===== config.mk =====
export PLATFORM = sky130hd
export DESIGN_NAME = loop_nest_counter
export DESIGN_NICKNAME = d
export VERILOG_FILES = /design/src/rtl/loop_nest_counter.sv
export SDC_FILE = /design/constraint.sdc
export NUM_CORES = 1
export LEC_CHECK = 0
export CORE_ASPECT_RATIO = 1.25
export CORE_MARGIN = 2
export CORE_UTILIZATION = 50
export DETAILED_ROUTE_END_ITERATION = 7
export HOLD_SLACK_MARGIN = 0.02
export PLACE_DENSITY = 0.77
export SLEW_MARGIN = 10
export SYNTH_ARGS = -nofsm -noshare
export SYNTH_HDL_FRONTEND = slang
export SYNTH_SLANG_ARGS = --single-unit
export TNS_END_PERCENT = 50

===== constraint.sdc =====
create_clock -name clk -period 2.12 [get_ports clk]
set_input_delay 0.424 -clock clk [delete_from_list [all_inputs] [get_ports clk]]
set_output_delay 0.424 -clock clk [all_outputs]
set_load 0.01 [all_outputs]

===== src/rtl/loop_nest_counter.sv =====
// Nested-loop index generator: NUM_DIMS chained wrap-around counters (dim 0 innermost)
// with clamped per-dim bounds, valid/ready tuple output and a done pulse per nest.

module loop_dim_ctr #(
    parameter int CW        = 4,
    parameter int MAX_COUNT = 8
) (
    input  logic          clk,
    input  logic          rst,
    input  logic          load,
    input  logic          zero,
    input  logic          inc,
    input  logic [CW-1:0] bound_in,
    output logic [CW-1:0] idx,
    output logic          last
);
    logic [CW-1:0] bound;
    logic [CW-1:0] bound_clamped;

    always_comb begin
        bound_clamped = bound_in;
        if (bound_in == '0)
            bound_clamped = CW'(1);
        else if (bound_in > CW'(MAX_COUNT))
            bound_clamped = CW'(MAX_COUNT);
    end

    // bound is 0 only before the first start, so last stays low until then
    assign last = (idx == bound - CW'(1));

    always_ff @(posedge clk or negedge rst) begin
        if (!rst) begin
            idx   <= '0;
            bound <= '0;
        end else if (load) begin
            idx   <= '0;
            bound <= bound_clamped;
        end else if (zero) begin
            idx <= '0;
        end else if (inc) begin
            idx <= last ? '0 : idx + CW'(1);
        end
    end
endmodule

module loop_nest_counter #(
    parameter  int NUM_DIMS  = 3,
    parameter  int MAX_COUNT = 8,
    localparam int CW        = $clog2(MAX_COUNT + 1)
) (
    input  logic                   clk,
    input  logic                   rst,
    input  logic                   start,
    input  logic                   clear,
    input  logic [NUM_DIMS*CW-1:0] bounds,
    output logic                   idx_valid,
    input  logic                   idx_ready,
    output logic [NUM_DIMS*CW-1:0] idx,
    output logic [NUM_DIMS-1:0]    idx_last,
    output logic                   busy,
    output logic                   done
);
    typedef enum logic [1:0] {IDLE, RUN, DONE} state_t;

    state_t                     state;
    logic [NUM_DIMS-1:0][CW-1:0] bnd;
    logic [NUM_DIMS-1:0][CW-1:0] idx_q;
    logic [NUM_DIMS:0]          carry;
    logic                       accept, adv, fin;

    assign bnd    = bounds;
    assign idx    = idx_q;
    assign accept = (state == IDLE) & start & ~clear;
    assign adv    = (state == RUN) & idx_valid & idx_ready;
    assign fin    = adv & (&idx_last);

    // dim d steps only when every inner dim is at its last value
    always_comb begin
        carry[0] = adv;
        for (int d = 0; d < NUM_DIMS; d++)
            carry[d+1] = carry[d] & idx_last[d];
    end

    for (genvar d = 0; d < NUM_DIMS; d++) begin : g_dim
        loop_dim_ctr #(.CW(CW), .MAX_COUNT(MAX_COUNT)) u_dim (
            .clk      (clk),
            .rst      (rst),
            .load     (accept),
            .zero     (clear | fin),
            .inc      (carry[d]),
            .bound_in (bnd[d]),
            .idx      (idx_q[d]),
            .last     (idx_last[d])
        );
    end

    always_ff @(posedge clk or negedge rst) begin
        if (!rst) begin
            state     <= IDLE;
            idx_valid <= 1'b0;
            busy      <= 1'b0;
            done      <= 1'b0;
        end else if (clear) begin
            state     <= IDLE;
            idx_valid <= 1'b0;
            busy      <= 1'b0;
            done      <= 1'b0;
        end else begin
            case (state)
                IDLE: begin
                    done <= 1'b0;
                    if (accept) begin
                        state     <= RUN;
                        idx_valid <= 1'b1;
                        busy      <= 1'b1;
                    end
                end
                RUN: begin
                    if (fin) begin
                        state     <= DONE;
                        idx_valid <= 1'b0;
                        busy      <= 1'b0;
                        done      <= 1'b1;
                    end
                end
                DONE: begin
                    state <= IDLE;
                    done  <= 1'b0;
                end
                default: begin
                    state     <= IDLE;
                    idx_valid <= 1'b0;
                    busy      <= 1'b0;
                    done      <= 1'b0;
                end
            endcase
        end
    end
endmodule


==> run_results.csv <==
group,metric,value,unit
synthesis,syn_inst,172,
cts,clk_pin_slew_worst_paths,100,ps
worst_setup_path,crit_type,"reg2reg",
place,placed_cells,259,
timing,min_period,2070,ps
timing,setup_viol,0,
run,maxCapViolCount,0,
place,place.detailed.hpwl,2790,microns
pwr,clkPwrFrac,0.277,
pwr,pwr-share-comb,0.315,
pwr,p_int,1.09,mW
timing,slew_viol_final,0,
global_route,gr-total-overflow,0,
worst_setup_path,critPathMaxStageDelay,480,ps
cts,root_buffer,"clkbuf_8",
timing,clock.fmax,0.483,GHz
worst_setup_path,crit_fanout,4,
cts,cts.hold.buffers_added,0,
place,place.port_buffers,34,
floorplanning,die-area,0.00369,sq mm
global_route,track_usage,0.242,
worst_setup_path,cp.required,2320,ps
synthesis,ys_seq_elements,28,
finish,insertedDiodeCount,0,
cts,clk_latency,270,ps
timing,rsz0062_at_grt,"true",
synthesis,synth_cell_types,37,
floorplanning,dieWidth,54.8,microns
worst_setup_path,worst_ep_arrival_time,2270,ps
detailed_routing,drtAntennaViolNets,0,
pwr,seqPwrFrac,0.408,
synthesis,yosys_warnings,0,
synthesis,avgSynthCellArea,9.36,sq um
detailed_routing,dr.pass1.iters,4,
global_route,grt_pass1_wl,6530,microns
timing,min_period_over_period,0.977,
floorplanning,pin_count,35,
detailed_routing,routed_wl,4230,microns
worst_setup_path,path_cells,"inv_1 -> ha_2 -> xor2_2 -> xnor2_1 -> nand3_2 -> inv_2 -> buf_4 -> buf_4 -> or4_4 -> a31oi_1",
floorplanning,die_height,67.5,microns
detailed_routing,drt-vias-per-instance,5.54,
floorplanning,initial_utilization,0.513,
cts,clockBufferDepth,2,
pwr,switching_share,0.277,
min_path,hold_path_class,"reg2reg",
cts,numClockSinks,28,
timing,skew,1.56,ps
detailed_routing,drc,0,
cts,tritoncts.num_buffers,3,
place,gp_congestion,0.813,
pwr,vdd.ir_drop.worst,0.508,mV
pwr,p_sw,417,uW
pwr,total_leakage_power,1.00,nW
floorplanning,coreArea,0.00314,sq mm
worst_setup_path,cp_common_cell,"buf_4",
floorplanning,rows,23,
worst_setup_path,end_kind,"register",
global_route,grt_pass1_vias,1508,
place,placed_cell_area,0.00213,sq mm
finish,final_nets,255,
detailed_routing,routedWlPerCell,15.8,microns
cts,cts_tree,"built",
worst_setup_path,slowest_stage,"or4_4",
synthesis,syn-cell-area,0.00161,sq mm
timing,tightest_slew,363,ps
timing,max_slew_margin,0.757,
global_route,antenna_found_initial,0,
finish,final_cell_mix,"clkdlybuf4s50_1, dfrtp_1, buf_4",
finish,final_common_cell,"clkdlybuf4s50_1",
pwr,power.total,1.51,mW
finish,drive_gt1_frac,0.251,
finish,instances_no_fill,268,
detailed_routing,drtIter0Drc,55,
finish,post-route-util,0.739,
status,status,"completed",
detailed_routing,dr_total_vias,1486,
synthesis,seq_area_frac_synth,0.435,
finish,area_growth,43.9,%
synthesis,synth.net_count,195,
timing,finalHoldViolCount,0,
finish,final_area,0.00232,sq mm
pwr,power.density,650,mW/mm^2
global_route,grt_max_degree,29,
worst_setup_path,startpoint_type,"register",
cts,htreeDepth,1,
state kept, by name, indices dropped and copies added, names as in the netlist:
register,cells
g_dim.u_dim.idx,12
g_dim.u_dim.bound,12
state,2
busy,1
done,1
cell usage after synthesis:
cell type	n	area [sq um]
nand2b_1	7	43.8
o41ai_1	1	8.76
o21ai_0	10	50.1
xor2_1	5	43.8
or3_1	2	12.5
inv_2	1	3.75
inv_1	10	37.5
or4_1	1	7.51
o211ai_1	1	7.51
o311ai_1	1	8.76
o22ai_1	1	6.26
clkbuf_1	4	15.0
nor4_1	1	6.26
nor3_2	1	10.0
o21ba_2	1	10.0
o32ai_1	1	8.76
mux2_2	3	33.8
a211oi_1	1	7.51
nand3_2	1	10.0
a31oi_1	2	12.5
nor2b_1	1	6.26
nand4_1	2	12.5
xor3_1	2	47.6
nand2_1	20	75.1
xnor2_1	10	87.6
ha_1	6	75.1
a21oi_1	10	50.1
or2_2	1	6.26
nor3_1	6	30.0
nand3_1	8	40.0
nor3b_1	1	7.51
and3_1	2	12.5
o31ai_1	4	30.0
dfrtp_1	28	701
nor2_1	10	37.5
nand4b_1	2	17.5
buf_4	4	30.0
kinds of logic (layout without fill, tap and decap cells):
| family | count (synthesis) | count (layout) | share of synthesized area |
|---|---|---|---|
| DFF | 28 | 28 | 0.435 |
| and+or+nand+nor | 66 | 66 | 0.208 |
| muxes | 3 | 3 | 0.0210 |
| adders and majority gates | 6 | 6 | 0.0466 |
| AOI/OAI and AO/OA | 33 | 33 | 0.124 |
| buffers and inverters | 19 | 78 | 0.0536 |
| xor gates and xnor gates | 17 | 17 | 0.111 |
area by class of cell:
cell class	instances	area, sq um
tap	37	46.3
clock inverter	1	30.0
clock buffer	3	41.3
multi-input combinational	125	900
timing repair buffer	63	558
inverter	11	41.3
fill	228	820
sequential	28	701
worst max-delay path, delay by kind of cell (launching register included):
family	cells	cell delay [ps]
and+or+nand+nor	2	580
DFF	1	360
buffers and inverters	4	350
xor gates and xnor gates	2	340
adders and majority gates	1	190
AOI/OAI and AO/OA	1	170
through the flow:
step / setup TNS (ps) / setup WS, ps / hold WS [ps]
final: 0 / 49.6 / 524
after detailed placement: -163 / -149 / 511
after global placement: -106 / -106 / 493
after CTS: -24.9 / -22.6 / 533
after global routing: -77.1 / -40.0 / 543
after floorplan: 0 / 221 / 128
what timing repair did:
| item | CTS | global route |
|---|---|---|
| pin swaps | 5 | 9 |
| setup buffers | 5 | 1 |
| gates resized for setup | 10 | 21 |
| setup endpoints to repair | 3 | 11 |
metal layers:
metal / vias to the layer above / wire length [microns] / GRT usage / part of all wire
li1: 710 / - / - / -
met1: 731 / 1720 / 0.301 / 0.41
met2: 41 / 2300 / 0.423 / 0.54
met3: 4 / 168 / 0.0288 / 0.040
met4: 0 / 36 / 0.0844 / 0.0085
met5: - / 0 / 0 / 0
power by group through the flow:
stage	registers, mW	logic [mW]	clock network [mW]
after global routing	0.622	0.518	0.444
after detailed placement	0.624	0.408	0
after global placement	0.620	0.390	0
final	0.615	0.474	0.417
after CTS	0.613	0.424	0.424
after floorplan	0.624	0.244	0
worst paths after layout:
path | from | endpoint | slack (ps) | cells after the start
worst max-delay path | g_dim[1].u_dim.bound[0] | g_dim[1].u_dim.idx[3] | 50 | 10
worst min-delay path | done | done | 520 | 1
worst max register to register | g_dim[1].u_dim.bound[0] | g_dim[1].u_dim.idx[3] | 50 | 10
worst min register to register | done | done | 520 | 1
max in group asynchronous | rst | g_dim[1].u_dim.idx[1] | 1330 | 2
min in group asynchronous | rst | g_dim[2].u_dim.bound[3] | 530 | 2
Power figures use the tool's default switching activity.
